===== src/rtl/para.sv =====
// Shared flit format constants for the NoC datapath blocks.
package para;
  localparam int unsigned FLIT_SIZE  = 32;
  localparam int unsigned HEADER_LEN = 2;

  localparam logic [HEADER_LEN-1:0] HEAD_FLIT   = 2'b00;
  localparam logic [HEADER_LEN-1:0] BODY_FLIT   = 2'b01;
  localparam logic [HEADER_LEN-1:0] TAIL_FLIT   = 2'b10;
  localparam logic [HEADER_LEN-1:0] SINGLE_FLIT = 2'b11;
endpackage


===== src/rtl/one_to_n_distributor.sv =====
// Wormhole 1-to-N demultiplexer: routes packets by head-flit destination
// into per-port 2-entry FIFOs, dropping malformed or misrouted flits.
module one_to_n_distributor
  import para::*;
#(
  parameter int unsigned N       = 6,
  parameter int unsigned DST_LEN = 3,
  parameter int unsigned DST_POS = FLIT_SIZE - HEADER_LEN - 1
) (
  input  logic                   clk,
  input  logic                   rst,
  input  logic [FLIT_SIZE-1:0]   in,
  input  logic                   in_valid,
  output logic                   in_avail,
  output logic [FLIT_SIZE*N-1:0] out,
  output logic [N-1:0]           out_valid,
  input  logic [N-1:0]           out_avail,
  output logic                   err,
  output logic [15:0]            drop_cnt
);

  localparam logic [1:0] ST_IDLE = 2'd0;
  localparam logic [1:0] ST_FWD  = 2'd1;
  localparam logic [1:0] ST_DROP = 2'd2;

  logic [1:0]            state_q, state_d;
  logic [DST_LEN-1:0]    lock_q, lock_d;
  logic [FLIT_SIZE-1:0]  slot_q, slot_d;
  logic                  slot_valid_q, slot_valid_d;
  logic [FLIT_SIZE-1:0]  head_q [N];
  logic [FLIT_SIZE-1:0]  head_d [N];
  logic [FLIT_SIZE-1:0]  tail_q [N];
  logic [FLIT_SIZE-1:0]  tail_d [N];
  logic [N-1:0]          v0_q, v0_d, v1_q, v1_d;
  logic                  err_q, err_d;
  logic [15:0]           drop_cnt_q, drop_cnt_d;

  logic [HEADER_LEN-1:0] typ;
  logic [DST_LEN-1:0]    dst;
  logic                  dst_ok;
  logic                  push, drop, slot_leaves;
  logic [DST_LEN-1:0]    push_port;

  assign typ    = slot_q[FLIT_SIZE-1 -: HEADER_LEN];
  assign dst    = slot_q[DST_POS -: DST_LEN];
  assign dst_ok = 32'(dst) < N;

  // Routing FSM; "full" is judged on current occupancy only so in_avail never sees out_avail
  always_comb begin
    state_d   = state_q;
    lock_d    = lock_q;
    push      = 1'b0;
    drop      = 1'b0;
    err_d     = 1'b0;
    push_port = lock_q;
    if (slot_valid_q) begin
      case (state_q)
        ST_IDLE: begin
          if ((typ == HEAD_FLIT || typ == SINGLE_FLIT) && dst_ok) begin
            push_port = dst;
            if (!v1_q[dst]) begin
              push = 1'b1;
              if (typ == HEAD_FLIT) begin
                lock_d  = dst;
                state_d = ST_FWD;
              end
            end
          end else begin
            drop  = 1'b1;
            err_d = 1'b1;
            if (typ == HEAD_FLIT) state_d = ST_DROP;
          end
        end
        ST_FWD: begin
          if (typ == BODY_FLIT || typ == TAIL_FLIT) begin
            if (!v1_q[lock_q]) begin
              push = 1'b1;
              if (typ == TAIL_FLIT) state_d = ST_IDLE;
            end
          end else begin
            drop  = 1'b1;
            err_d = 1'b1;
          end
        end
        ST_DROP: begin
          drop = 1'b1;
          if (typ == HEAD_FLIT || typ == SINGLE_FLIT) err_d = 1'b1;
          if (typ == TAIL_FLIT) state_d = ST_IDLE;
        end
        default: state_d = ST_IDLE;
      endcase
    end
  end

  assign slot_leaves = push | drop;
  assign in_avail    = ~slot_valid_q | slot_leaves;

  always_comb begin
    slot_d       = slot_q;
    slot_valid_d = slot_valid_q & ~slot_leaves;
    if (in_valid && in_avail) begin
      slot_d       = in;
      slot_valid_d = 1'b1;
    end
    drop_cnt_d = drop_cnt_q;
    if (drop && drop_cnt_q != 16'hFFFF) drop_cnt_d = drop_cnt_q + 16'd1;
  end

  // Per-port 2-entry FIFO: pop shifts tail into head, push fills the first free entry
  always_comb begin
    head_d = head_q;
    tail_d = tail_q;
    v0_d   = v0_q;
    v1_d   = v1_q;
    for (int unsigned i = 0; i < N; i++) begin
      if (v0_q[i] && out_avail[i]) begin
        head_d[i] = tail_q[i];
        v0_d[i]   = v1_q[i];
        v1_d[i]   = 1'b0;
      end
      if (push && push_port == DST_LEN'(i)) begin
        if (!v0_d[i]) begin
          head_d[i] = slot_q;
          v0_d[i]   = 1'b1;
        end else begin
          tail_d[i] = slot_q;
          v1_d[i]   = 1'b1;
        end
      end
    end
  end

  always_ff @(posedge clk) begin
    if (rst) begin
      state_q      <= ST_IDLE;
      lock_q       <= '0;
      slot_q       <= '0;
      slot_valid_q <= 1'b0;
      v0_q         <= '0;
      v1_q         <= '0;
      err_q        <= 1'b0;
      drop_cnt_q   <= '0;
      for (int unsigned i = 0; i < N; i++) begin
        head_q[i] <= '0;
        tail_q[i] <= '0;
      end
    end else begin
      state_q      <= state_d;
      lock_q       <= lock_d;
      slot_q       <= slot_d;
      slot_valid_q <= slot_valid_d;
      v0_q         <= v0_d;
      v1_q         <= v1_d;
      err_q        <= err_d;
      drop_cnt_q   <= drop_cnt_d;
      head_q       <= head_d;
      tail_q       <= tail_d;
    end
  end

  for (genvar g = 0; g < N; g++) begin : g_out
    assign out[FLIT_SIZE*g +: FLIT_SIZE] = head_q[g];
  end

  assign out_valid = v0_q;
  assign err       = err_q;
  assign drop_cnt  = drop_cnt_q;

endmodule


===== config.mk =====
export PLATFORM = sky130hd
export DESIGN_NAME = one_to_n_distributor
export DESIGN_NICKNAME = d
export VERILOG_FILES = /design/src/rtl/para.sv /design/src/rtl/one_to_n_distributor.sv
export SDC_FILE = /design/constraint.sdc
export NUM_CORES = 1
export LEC_CHECK = 0
export CAP_MARGIN = 20
export CORE_MARGIN = 2
export CORE_UTILIZATION = 45
export DETAILED_ROUTE_END_ITERATION = 10
export PLACE_DENSITY = 0.74
export SETUP_SLACK_MARGIN = 0.2
export SYNTH_ARGS = -nofsm -noshare
export SYNTH_HDL_FRONTEND = slang
export SYNTH_SLANG_ARGS = --single-unit

===== constraint.sdc =====
create_clock -name clk -period 5.54 [get_ports clk]
set_input_delay 0.554 -clock clk [delete_from_list [all_inputs] [get_ports clk]]
set_output_delay 0.554 -clock clk [all_outputs]
set_load 0.01 [all_outputs]

==> run metrics <==
status=finished, final reports clean; Util after Layout=0.5507; global-route wire length before repair=87750 um; crit path DAT=3840 ps; final instance area=24460 um2; die width=about 220 um; die height=roughly 220 um; Seq pwr share=0.452; pwr/cell area=304.7 nW/um2; crit-path max FO=65; Final Non-Filler Cells=2794; Final Cycle Share=0.7931; Async S/R FF share, synth=0; largest net degree at the start of global routing=177; commonest non-fill, non-tap cells in the layout=dfxtp_1 (451), nand2_1 (436), mux2i_1 (390); number of synthesized flops with an enable pin=0; relative max-transition margin=0.2611; post-synthesis cell type count=60; Syn Nets=2069; Layout area overhead=20.39%; Placer Congestion=0.8814; commonest non-fill, non-tap cell in the layout=dfxtp_1; Port Buffers=~260; max-slew violations=0; H-tree levels=2; CP Cell Sequence=inv_1 > ha_1 > nand3b_1 > nor2_1 > and3_2 > or3_1 > clkdlybuf4s50_1; slowest library cell on the worst path=and3_2; crit path kind=reg -> out; CP bufs+invs=2; placed cell count=2704; Std-Cell Core Area=between 40000 and 50000 um2; CTS tree=built; mean area per synthesized cell=slightly above 10 um2; Clk pwr share=0.430; internal power=5.448 mW; top cells by area, synth=dfxtp_1 (44%), mux2i_1 (19%), mux2_2 (11%); register area share after synthesis=0.4444; # nets final=around 2200; Num Clock Sinks=451; DRT iter0 DRCs=986; post_cts resized=0; Setup crit end kind=output pin; Final Critical Period=4394 ps; Final Hold Fails=0; Setup TNS=0 ps; Post-Route WL=roughly 56000 um; # IOs=257; grt total ovfl=0; critical path's top delay family=simple AND/OR/NAND/NOR gates; worst-margin pin slew=1104 ps; Residual DRC=0; share of cells above drive strength 1=0.1431; switching pwr=~2.0 mW; # setup viols final=0; maxcap violations=0; antenna-violating nets left=0; clk buf depth=3; gr usage total=0.2358; Clk Latency, worst-skew pair=610 ps; cts hold-fix bufs=0; Yosys reg bits=approximately 450; Clk pin slew, worst setup/hold paths=around 60 ps; mapped cell area=20320 um2; antenna violations before repair=0; via-per-instance ratio=between 5 and 6; Worst EP required=4990 ps; CTS root buffer=clkbuf_16; Max Clock Skew=about 27 ps; Hold WC Path Type=reg -> reg; postcts setup bufs=0; Comb power frac=0.118; switching share of power=0.2689; Syn. warnings=0; Ant. Diodes=0; vias post-DR=15340; placed inst area=roughly 23000 um2; DRT Pass-1 Iters=5; vias in the first global route=15420; Leakage=11.17 nW; cell taking the most area after synthesis=dfxtp_1; slowest stage delay, CP=slightly below 900 ps; CP startpoint kind=flip-flop; die area=about 47000 um2; RSZ-0062 raised after global routing=no; Synth Flop Type=dfxtp_1; Cells after Synth=2021; hpwl dp=36510 um; peak supply drop=0.2393 mV; wire per inst=20.12 um; Fmax=227.6 MHz; Num CTS Buffers=48; Initial Util=0.4574; Synth top area share=0.4444; Site Rows=77
power by group through the flow:
stage          combinational (mW)  sequential, mW  clock [mW]
2_1_floorplan               0.626            3.42           0
3_3_place_gp                0.831            3.43           0
3_5_place_dp                0.855            3.44           0
4_1_cts                     0.858            3.37        3.26
5_1_grt                     0.940            3.37        3.39
6_report                    0.877            3.37        3.21
layout make-up:
cell class	instances	area (um2)
inverters	23	93.84
well taps	592	740.7
flip-flops and latches	451	9029
repair buffers	279	2788
multi-input cells	1362	10240
clock buffers	72	1351
fillers	3796	19960
clock inverters	15	212.7
worst register-to-register path: stages, from the launching register on:
cell,delay (ps)
dfxtp_1,340
inv_1,70
ha_1,430
inv_1,200
and3_1,230
and3_1,900
buf_4,330
o2111a_1,860
mux2i_1,290
stage by stage:
step / total power, mW / hold WS (ps) / setup slack [ps]
after CTS: 7.479 / 460.4 / 1182
after global routing: 7.704 / 474.5 / 954.4
after floorplan: 4.050 / 436.0 / 2786
after global placement: 4.265 / 442.0 / 1920
after detailed placement: 4.292 / 451.5 / 1825
final: 7.452 / 456.9 / 1146
flip-flops by register name, summed over array words and instances (netlist names):
signal        flops
state_q           2
slot_q           32
slot_valid_q      1
drop_cnt         16
out_valid         6
out             192
lock_q            3
err               1
tail_q          192
v1_q              6
logic make-up (layout without fill, tap and decap cells):
| group | Yosys count | in the layout | share of synthesized area |
|---|---|---|---|
| DFF | 451 | 451 | 0.4444 |
| adders and majority gates | 7 | 7 | 0.004311 |
| and+or+nand+nor | 609 | 609 | 0.1320 |
| xor gates and xnor gates | 5 | 5 | 0.002155 |
| AOI/OAI and AO/OA | 154 | 154 | 0.06159 |
| muxes | 587 | 587 | 0.3013 |
| buffers and inverters | 208 | 389 | 0.05414 |
metal layers:
| metal | track usage | routed length, um |
|---|---|---|
| met5 | 0 | 0 |
| met4 | 0.07466 | 1414 |
| met3 | 0.04842 | 3082 |
| met2 | 0.4153 | 27980 |
| met1 | 0.2875 | 23740 |
Yosys cell counts, types with 16 or more instances:
master and count:
a21oi_1 23, a32oi_1 32, and3_1 38, buf_6 35, clkbuf_1 120, dfxtp_1 451, inv_1 23, mux2_2 197
mux2i_1 390, nand2_1 440, nand3_1 42, nor2_1 16, o21ai_0 44, or4_1 37
path summary, 6_finish.rpt:
check | start | endpoint | slack [ps] | depth (start not counted)
min reg2reg | tail_q[79] | tail_q[79] | 460 | 2
min | tail_q[79] | tail_q[79] | 460 | 2
max reg2reg | slot_q[30] | out[111] | 1800 | 8
max | slot_q[30] | in_avail | 1150 | 7
(Power assumes the default switching activity.)
